## config.mk

```make
export PLATFORM = sky130hd
export DESIGN_NAME = mmio_console
export DESIGN_NICKNAME = d
export VERILOG_FILES = /design/src/rtl/mmio_console_pkg.sv /design/src/rtl/mmio_console.sv
export SDC_FILE = /design/constraint.sdc
export NUM_CORES = 1
export LEC_CHECK = 0
export CORE_ASPECT_RATIO = 0.7
export CORE_MARGIN = 1
export CORE_UTILIZATION = 30
export DETAILED_ROUTE_END_ITERATION = 10
export PLACE_DENSITY = 0.64
export SLEW_MARGIN = 20
export SYNTH_ARGS = -nofsm -noshare
export SYNTH_HDL_FRONTEND = slang
export SYNTH_SLANG_ARGS = --single-unit
```

## constraint.sdc

```tcl
create_clock -name clk -period 2.4 [get_ports clk]
set_clock_uncertainty 0.2 [all_clocks]
set_input_delay 0.24 -clock clk [delete_from_list [all_inputs] [get_ports clk]]
set_output_delay 0.24 -clock clk [all_outputs]
set_load 0.005 [all_outputs]
```

## src/rtl/mmio_console_pkg.sv

```systemverilog
// Shared types and constants for the MMIO console responder.
package mmio_console_pkg;

    localparam logic [15:0] DEF_HEX_ADDR  = 16'h1000;
    localparam logic [15:0] DEF_STR_ADDR  = 16'h1002;
    localparam logic [15:0] DEF_STAT_ADDR = 16'h1004;
    localparam logic [7:0]  ASCII_NL      = 8'h0A;

    typedef enum logic [2:0] {
        StIdle,
        StHex,
        StFetch,
        StWait,
        StEmit,
        StNl,
        StDone
    } state_e;

    function automatic logic [7:0] nib2ascii(input logic [3:0] n);
        // 8'h57 is 'a' - 10
        return (n < 4'd10) ? (8'h30 + {4'h0, n}) : (8'h57 + {4'h0, n});
    endfunction

endpackage

```

## src/rtl/mmio_console.sv

```systemverilog
// MMIO console: prints hex values and RAM strings written by the CPU onto a byte stream.
module mmio_console
    import mmio_console_pkg::*;
#(
    parameter logic [15:0] HEX_ADDR  = DEF_HEX_ADDR,
    parameter logic [15:0] STR_ADDR  = DEF_STR_ADDR,
    parameter logic [15:0] STAT_ADDR = DEF_STAT_ADDR,
    parameter int unsigned MAX_CHARS = 512
) (
    input  logic        clk,
    input  logic        reset,
    input  logic [15:0] i_mem_addr,
    input  logic        i_mem_rd,
    input  logic        i_mem_wr,
    input  logic [15:0] i_mem_wrdata,
    output logic [15:0] o_mem_rddata,
    output logic [15:0] o_dma_addr,
    output logic        o_dma_rd,
    input  logic [15:0] i_dma_rddata,
    output logic [7:0]  o_char,
    output logic        o_char_valid,
    input  logic        i_char_ready,
    output logic        o_busy,
    output logic        o_done
);

    localparam int unsigned CntW = $clog2(MAX_CHARS + 1);
    localparam logic [CntW-1:0] CntLast = CntW'(MAX_CHARS - 1);

    state_e          state_q, state_d;
    logic [15:0]     value_q, value_d;
    logic [1:0]      nib_q, nib_d;
    logic [15:0]     ptr_q, ptr_d;
    logic [CntW-1:0] cnt_q, cnt_d;
    logic [7:0]      char_q, char_d;
    logic            overrun_q, overrun_d;
    logic            trunc_q, trunc_d;
    logic [15:0]     rddata_q, rddata_d;

    logic hex_wr, str_wr, stat_rd, handshake, trunc_set, busy;
    logic [3:0] nibble;

    assign hex_wr    = i_mem_wr && (i_mem_addr == HEX_ADDR);
    assign str_wr    = i_mem_wr && (i_mem_addr == STR_ADDR);
    assign stat_rd   = i_mem_rd && (i_mem_addr == STAT_ADDR);
    assign handshake = o_char_valid && i_char_ready;
    assign busy      = (state_q != StIdle);

    always_comb begin
        unique case (nib_q)
            2'd0:    nibble = value_q[15:12];
            2'd1:    nibble = value_q[11:8];
            2'd2:    nibble = value_q[7:4];
            default: nibble = value_q[3:0];
        endcase
    end

    always_comb begin
        state_d   = state_q;
        value_d   = value_q;
        nib_d     = nib_q;
        ptr_d     = ptr_q;
        cnt_d     = cnt_q;
        char_d    = char_q;
        trunc_set = 1'b0;
        case (state_q)
            StIdle: begin
                if (hex_wr) begin
                    value_d = i_mem_wrdata;
                    nib_d   = 2'd0;
                    state_d = StHex;
                end else if (str_wr) begin
                    ptr_d   = {i_mem_wrdata[15:1], 1'b0};
                    cnt_d   = '0;
                    state_d = StFetch;
                end
            end
            StHex: begin
                if (handshake) begin
                    nib_d = nib_q + 2'd1;
                    if (nib_q == 2'd3) state_d = StNl;
                end
            end
            StFetch: state_d = StWait;
            StWait: begin
                // A null word ends the string without emitting anything.
                if (i_dma_rddata == 16'h0000) begin
                    state_d = StNl;
                end else begin
                    char_d  = i_dma_rddata[7:0];
                    state_d = StEmit;
                end
            end
            StEmit: begin
                if (handshake) begin
                    ptr_d = ptr_q + 16'd2;
                    cnt_d = cnt_q + CntW'(1);
                    if (cnt_q == CntLast) begin
                        trunc_set = 1'b1;
                        state_d   = StNl;
                    end else begin
                        state_d = StFetch;
                    end
                end
            end
            StNl:    if (handshake) state_d = StDone;
            StDone:  state_d = StIdle;
            default: state_d = StIdle;
        endcase
    end

    // A set event in the same cycle as a status read wins over the clear.
    always_comb begin
        overrun_d = overrun_q;
        trunc_d   = trunc_q;
        if (stat_rd) begin
            overrun_d = 1'b0;
            trunc_d   = 1'b0;
        end
        if ((hex_wr || str_wr) && busy) overrun_d = 1'b1;
        if (trunc_set) trunc_d = 1'b1;
        rddata_d = stat_rd ? {13'b0, trunc_q, overrun_q, busy} : 16'h0000;
    end

    always_ff @(posedge clk or posedge reset) begin
        if (reset) begin
            state_q   <= StIdle;
            value_q   <= 16'h0000;
            nib_q     <= 2'd0;
            ptr_q     <= 16'h0000;
            cnt_q     <= '0;
            char_q    <= 8'h00;
            overrun_q <= 1'b0;
            trunc_q   <= 1'b0;
            rddata_q  <= 16'h0000;
        end else begin
            state_q   <= state_d;
            value_q   <= value_d;
            nib_q     <= nib_d;
            ptr_q     <= ptr_d;
            cnt_q     <= cnt_d;
            char_q    <= char_d;
            overrun_q <= overrun_d;
            trunc_q   <= trunc_d;
            rddata_q  <= rddata_d;
        end
    end

    always_comb begin
        case (state_q)
            StHex:   o_char = nib2ascii(nibble);
            StEmit:  o_char = char_q;
            StNl:    o_char = ASCII_NL;
            default: o_char = 8'h00;
        endcase
    end

    assign o_char_valid = (state_q == StHex) || (state_q == StEmit) || (state_q == StNl);
    assign o_dma_rd     = (state_q == StFetch);
    assign o_dma_addr   = ptr_q;
    assign o_busy       = busy;
    assign o_done       = (state_q == StDone);
    assign o_mem_rddata = rddata_q;

endmodule

```

# [After elaboration in Yosys (flattened, before gate mapping)]
# Index checks and enable logic that the tools add are counted.
[word_totals] regBits=60 in_bits=53 output_inout_bits=44 wordCells=88
[op_classes] add_sub_neg=5 order_cmp=1 eq_ne=21 mux=30 bitwise=1 n_reduce_logical=21
[ops] cell="$eq A16 B13 Y1 const B" n=3
[ops] cell="$mux W16" n=3
[ops] cell="$pmux W16 S2" n=1
[ops] cell="$mux W10" n=3
[ops] cell="$mux W3" n=8
[ops] cell="$pmux W8 S3" n=1
[ops] cell="$pmux W10 S2" n=1
[ops] cell="$pmux W3 S6" n=1
[ops] cell="$add A16 B2 Y16 const B" n=1
[ops] cell="$logic_not A16 Y1" n=1
[ops] cell="$ne A2 B2 Y1 const B" n=7
[ops] cell="$pmux W4 S3" n=1
[ops] cell="$add A10 B1 Y10 const B" n=1
[ops] cell="$eq A10 B9 Y1 const B" n=1
[ops] cell="$eq A3 B3 Y1 const B" n=3
[ops] cell="$add A7 B4 Y8 const A" n=1
[ops] cell="$mux W8" n=1
[ops] cell="$reduce_bool A2 Y1" n=4
[ops] cell="$add A6 B4 Y7 const A" n=1
[ops] cell="$mux W1" n=7
[ops] cell="$eq A3 B2 Y1 const B" n=2
[ops] cell="$logic_and A1 B1 Y1" n=5
[ops] cell="$reduce_and A5 Y1" n=1
[ops] cell="$eq A2 B2 Y1 const B" n=2
[ops] cell="15 further kinds" n=19

# [Depth between registers and ports, before layout]
# Gate-level depths: netlist of the first run.
[depth] depth_word=7 mapped_depth=7 ltp_nobuf=7

# [Worst setup path after synthesis of the first run]
# Ideal clock, no wire load.
[synth_path] kind="register to output" from="register nib_q[0]" to="output port o_char[1]" arrival_time_ps=1878 required_time_ps=1960 slack_ps=82 stages_incl_launch_ff=8 n_path_buf=0 cell_sequence="dfrtp_1 inv_1 ha_1 a222oi_1 nor3b_1 o221ai_1 xnor2_1 a211oi_1"
[synth_via] elab_chain_cells=5 word_cells_on_any_way=9 cone_classes="2 x add/sub; 1 x order compare; 2 x eq/ne; 3 x mux; 1 x reduce/logical"
[synth_lines] item="start: declaration" line_no="mmio_console.sv:32" rtl="logic [1:0] nib_q, nib_d;"
[synth_lines] item="start signal: assignment" line_no="mmio_console.sv:139" rtl="nib_q <= nib_d;"
[synth_lines] item="$eq A2 B2 Y1 (tied with other cells)" line_no="mmio_console.sv:50" rtl="unique case (nib_q)"
[synth_lines] item="$pmux W4 S3 (*)" line_no="mmio_console.sv:50"
[synth_lines] item="$add A7 B4 Y8 (tied with other cells)" line_no="mmio_console_pkg.sv:21" rtl="return (n < 4'd10) ? (8'h30 + {4'h0, n}) : (8'h57 + {4'h0, n});"
[synth_lines] item="$mux W8 (*)" line_no="mmio_console_pkg.sv:21"
[synth_lines] item="$pmux W8 S3 (*)" line_no="mmio_console.sv:150" rtl="case (state_q)"
[synth_lines] item="end: declaration" line_no="mmio_console.sv:20" rtl="output logic [7:0] o_char,"
# Mark *: on every way between the ends. The rest lies on a longest branch, timed or not.

# [Final worst setup path of the first run]
[layout_path] from="register nib_q[1]" to="output port o_char[1]"
# The elaborated chain is that of the path after synthesis.

==> flow_summary.toml, run 1 <==
[outcome]
status = "complete, but fails checks"
violations = "negative setup slack"

[global_routing]
grt_pass1_wl_um = 16000
antenna_found_initial = 0
grt_overflow = 0
grt.total_usage = 0.175
grt_pass1_vias = 3197
grt_max_degree = 60

[critical_path]
setup.worst_path.end_class = "output pin"
crit_start = "nib_q[1]"
cp_cell_sequence = "inv_2 -> ha_4 -> a222oi_1 -> nor3b_2 -> o221ai_2 -> buf_4 -> xnor2_1 -> a211oi_2 -> buf_2"
required_ns = 1.96
r2r_start = "state_q[0]"
cp.depth = 9
r2r_end = "cnt_q[2]"
cp.arrival_ns = 2.51
reg2reg_depth = 6
worst-path-buf-inv = 3
max_stage_delay_ns = 0.42
slowest_stage = "dfrtp_1"
cp-start-kind = "flip-flop"
crit_type = "flip-flop to output pin"
r2r_slack_ns = 0.29
cp_max_fo = 4
crit_family = "compound AO/OA/AOI/OAI gates"
endpoint = "o_char[1]"

[clocking]
cts_hold_buffers = 0
cts_sinks = 59
clock_latency_ns = 0.33
cts_tree = "yes"
cts_root_buf = "clkbuf_16"
path_clk_slew_ns = 0.05
h-tree-depth = 3
clockBufferDepth = 2
cts_made_buffers = 9

[timing]
grt_setup_unrepaired = "yes"
hold_slack_ns = 0.0949
finalSetupViolCount = 6
hold_viol_final = 0
max_freq_mhz = 339
slew_viol_final = 0
period_share = 1.23
setup_ws_ns = -0.553
period_needed_ns = 2.95
tightest_slew_ns = 0.621
slew_headroom = 0.582

[floorplanning]
die_h_um = 91.7
die_area_sq_um = 11900
chipWidth_um = 130
io_pins = 97
initial_core_util = 0.311
core-area_sq_um = 11100
placementRows = 32

[final_layout]
post-route-util = 0.461
area_growth_pct = 48.3
final_cell_mix = "clkdlybuf4s50_1 (76), dfrtp_1 (58), nand2_1 (40)"
final_nets = 537
final_area_sq_um = 5110
final_common_cell = "clkdlybuf4s50_1"
antennaDiodeCount = 0
drive_gt1_frac = 0.261

[yosys]
synth-seq-cells = 59
synth.cell_area_sq_um = 3450
yosysWarnings = 0
synth-compound-area-share = 0.154
synth_seq_area_share = 0.428
synthCells = 359
synth_mux_area_frac = 0.0914
ys_async_sr_fraction = 1.00
synth-edff-count = 0
yosys.area_share.xor_xnor = 0.0178
yosysUniqueCellTypes = 56
synth_fa_ha_area_frac = 0.0218
synth_flop_cell = "dfrtp_1"
synthSimpleGateAreaFrac = 0.221
syn_area_per_cell_sq_um = 9.61
synth_top_family_by_area = "simple AND/OR/NAND/NOR gates"

[pwr]
power_frac_seq = 0.315
swShare = 0.347
power.density_nw_per_um2 = 981
clockPowerShare = 0.269
combPwrFrac = 0.416
intPower_mw = 3.27
p_leak_nw = 2.14
switchingPower_mw = 1.74
peakVddDrop_mv = 0.499

[min_path]
hp-class = "primary input to async pin"

[placed_design]
gp_congestion = 0.821
port_buffers = 82
dp_hpwl_um = 6930
place_worst_setup_slack_ns = -0.571
place_area_sq_um = 4590

[detailed_routing]
wl_per_cell_um = 15.4
vias_per_cell = 5.03
drc = 0
vias = 3197
drt-initial-drc-count = 219
first_pass_iters = 4
ant_nets = 0
routed_wl_um = 9790

[flow_run]
max_cap_viol_count = 0
-- worst min-delay path by stage --
stage	start	to	slack, ns	depth (start not counted)
6_report	reset	o_dma_addr[9]	0.09	3
5_1_grt	reset	o_dma_addr[9]	0.15	3
4_1_cts	reset	o_dma_addr[9]	0.11	3
3_5_place_dp	char_q[7]	char_q[7]	0.29	1
3_3_place_gp	overrun_q	overrun_q	0.27	2
2_1_floorplan	i_mem_wrdata[2]	o_dma_addr[2]	0.19	2
-- synthesized netlist by cell type, types with 2 or more instances --
library cell  number  area [sq um]
nand3b_1           3          22.5
a21o_1             2          15.0
clkbuf_1          12          45.0
xnor2_1            2          17.5
buf_2              2          10.0
buf_4             15           113
nor4b_4            2          47.6
nor4_1             7          43.8
and3_1             3          18.8
nor3_4             2          32.5
inv_1             11          41.3
or4_1              2          15.0
a21oi_1           32           160
nand3_1           13          65.1
o22ai_1            8          50.1
nor3b_1            2          15.0
nor3_1             8          40.0
mux2i_1            3          30.0
and4_1             2          17.5
nor4_4             3          63.8
nand2b_1           2          12.5
or2_2              2          12.5
nor2_1            20          75.1
xor2_1             5          43.8
a22o_1             2          17.5
nand2_1           42           158
nand4_1            5          31.3
a31oi_1            4          25.0
a222oi_1           4          40.0
o31ai_1            2          15.0
or3_1              3          18.8
mux2_2            24           270
dfrtp_1           59          1480
o21ai_0           24           120
ha_1               6          75.1
-- worst register-to-register path, cell delays in order (launching register included) --
cell and delay [ns]:
dfrtp_1 0.48, buf_4 0.21, nor3_4 0.24, nand2_1 0.21, nor4_4 0.29, a21oi_1 0.12
a22o_1 0.25
-- timing repair --
item                       CTS  global route
gates resized for setup     55             5
setup endpoints to repair    6             9
pin swaps                   16             5
buffers inserted            10             6
-- power groups by stage --
stage                     sequential [mW]  combinational (mW)  clock (mW)
after global routing                 1.63                2.30        1.42
after floorplan                      1.49                1.03           0
final                                1.58                2.09        1.35
after detailed placement             1.57                1.93           0
after global placement               1.56                1.87           0
after CTS                            1.57                2.02        1.37
-- state kept, by name, indices dropped and copies added, names as in the netlist --
register	flops
value_q	16
o_dma_addr	15
cnt_q	10
char_q	8
o_mem_rddata	3
state_q	3
nib_q	2
overrun_q	1
trunc_q	1
-- metal layers --
metal  track usage  wire length (um)
met1         0.234              4600
met2         0.270              4540
met3        0.0461               516
met4        0.0678               143
met5             0                 0
-- cells by family (layout without fill, tap and decap cells) --
| logic type | count (synthesis) | after routing |
|---|---|---|
| simple gates | 128 | 128 |
| compound gates | 88 | 88 |
| flops | 59 | 59 |
| buf+inv | 42 | 152 |
| mux | 28 | 28 |
| xor+xnor | 7 | 7 |
| fa+ha+maj | 6 | 6 |
| other cells | 1 | 14 |
-- metrics by stage --
step / power [mW] / TNS [ns] / std cells
4_1_cts: 4.96 / -1.46 / 630
6_report: 5.02 / -2.42 / 635
5_1_grt: 5.35 / -3.18 / 635
2_1_floorplan: 2.53 / 0 / 372
3_5_place_dp: 3.50 / -1.97 / 606
3_3_place_gp: 3.43 / -1.82 / 606
-- final cells by class --
| class | instances | area (sq um) |
|---|---|---|
| Clock buffer | 10 | 229 |
| Clock inverter | 5 | 78.8 |
| Fill cell | 1034 | 5980 |
| Inverter | 12 | 47.5 |
| Multi-Input combinational cell | 271 | 1920 |
| Sequential cell | 59 | 1480 |
| Tap cell | 153 | 191 |
| Timing Repair Buffer | 125 | 1170 |
(Power assumes the default switching activity.)
==> run 2, diff against run 1 <==
CAP_MARGIN = 20   (was not set)
==> results of run 2 <==
The final DEF is identical to that of run 1; final timing and power are the same.
==> run 3, diff against run 2 <==
clock period = 3.5 ns   (was 2.4 ns; I/O delays follow)
==> flow_summary.toml, run 3 (synthesis results as in run 1) <==
[floorplanning]
placementRows = 32
chipWidth_um = 130
die_area_sq_um = 11900
io_pins = 97
initial_core_util = 0.311
die_h_um = 91.7
core-area_sq_um = 11100

[final_layout]
layoutNonFillerInstCount = 602
antennaDiodeCount = 0
final_common_cell = "clkdlybuf4s50_1"
final_cell_mix = "clkdlybuf4s50_1 (81), dfrtp_1 (59), nand2_1 (42)"
final_nets = 503
largest_reg_flops = 16
area_growth_pct = 36.2
largest_register = "value_q"
drive_gt1_frac = 0.156

[clocking]
cts_root_buf = "clkbuf_16"
path_clk_slew_ns = 0.05
cts_made_buffers = 9
h-tree-depth = 3
clockBufferDepth = 2
cts_sinks = 59
cts_tree = "yes"
clock_latency_ns = 0.33

[timing]
setup_ws_ns = 0.129
period_share = 0.963
slew_headroom = 0.284
period_needed_ns = 3.37
hold_viol_final = 0
slew_viol_final = 0
finalSetupViolCount = 0
max_freq_mhz = 297
tightest_slew_ns = 1.07

[detailed_routing]
drt-initial-drc-count = 156
drc = 0
vias = 3019
ant_nets = 0
routed_wl_um = 8860
vias_per_cell = 5.01
wl_per_cell_um = 14.7
first_pass_iters = 4

[critical_path]
setup.worst_path.end_class = "output pin"
cp-start-kind = "flip-flop"
required_ns = 2.95
cp.arrival_ns = 2.82
crit_type = "flip-flop to output pin"
cp_max_fo = 5

[pwr]
peakVddDrop_mv = 0.310
power.density_nw_per_um2 = 654
p_leak_nw = 1.94

[global_routing]
grt.total_usage = 0.160
antenna_found_initial = 0
grt_max_degree = 39
grt_pass1_wl_um = 14700
grt_overflow = 0
grt_pass1_vias = 2869

[placed_design]
port_buffers = 82
dp_hpwl_um = 6600
gp_congestion = 0.798
place_worst_setup_slack_ns = 0.369
placedCellCount = 582

[outcome]
status = "finished clean"

[flow_run]
max_cap_viol_count = 0

[min_path]
hp-class = "primary input to async pin"
run 3: cell types whose count changed in the layout (fill, tap and decap cells not counted), moves of 4 or more:
cell / previous run / this run
buf_4: 36 / 9
clkdlybuf4s50_1: 76 / 81
buf_2: 6 / 0
buf_6: 4 / 0
run 3: cell type report:
| class | count | area [sq um] |
|---|---|---|
| Fill cell | 1067 | 6390 |
| Multi-Input combinational cell | 271 | 1820 |
| Sequential cell | 59 | 1480 |
| Timing Repair Buffer | 91 | 891 |
| Clock buffer | 10 | 229 |
| Tap cell | 153 | 191 |
| Inverter | 12 | 45.0 |
| Clock inverter | 6 | 42.5 |
run 3: power by group:
part	total [mW]	internal [mW]	switching, mW
clock	0.792	0.477	0.314
combinational	1.17	0.624	0.544
sequential	1.11	0.866	0.246
run 3: worst paths after layout:
| check | startpoint | endpoint | slack (ns) | cells past startpoint |
|---|---|---|---|---|
| worst max-delay path | nib_q[0] | o_char[2] | 0.13 | 8 |
| worst min-delay path | reset | o_dma_addr[9] | 0.21 | 3 |
| worst max register to register | state_q[0] | o_dma_addr[4] | 0.82 | 5 |
| worst min register to register | overrun_q | overrun_q | 0.28 | 2 |
| max in group asynchronous | reset | char_q[1] | 2.55 | 3 |
| min in group clk | overrun_q | overrun_q | 0.28 | 2 |
run 3: through the flow:
stage / util / total power, mW / TNS, ns / instance area (sq um) / hold slack [ns]
2_1_floorplan: - / 1.73 / 0 / 3500 / 0.250
3_3_place_gp: 0.394 / 2.24 / 0 / 4370 / 0.264
3_5_place_dp: 0.394 / 2.27 / 0 / 4370 / 0.273
4_1_cts: 0.421 / 3.08 / 0 / 4670 / 0.222
5_1_grt: 0.424 / 3.29 / -0.0300 / 4700 / 0.255
6_report: 0.424 / 3.07 / 0 / 4700 / 0.210
run 3: worst max-delay path, stage by stage (launching register included):
cell             delay [ns]
dfrtp_1                0.40
inv_1                  0.09
ha_1                   0.24
a222oi_1               0.46
nor3b_2                0.34
buf_4                  0.15
o21ai_0                0.08
a32o_1                 0.28
clkdlybuf4s50_1        0.46
run 3: repair_timing:
action / CTS / global route
hold endpoints to repair: 0 / 0
gates resized for setup: 1 / 4
cloned: 0 / 0
pin swaps: 1 / 2
setup endpoints to repair: 1 / 2
buffers inserted: 2 / 2
hold buffers: 0 / 0
run 3: metal layers:
metal / routed length (um) / GRT usage / share of wire
met5: 0 / 0 / 0
met4: 110 / 0.0426 / 0.012
met3: 569 / 0.0490 / 0.064
met2: 3910 / 0.226 / 0.44
met1: 4280 / 0.232 / 0.48
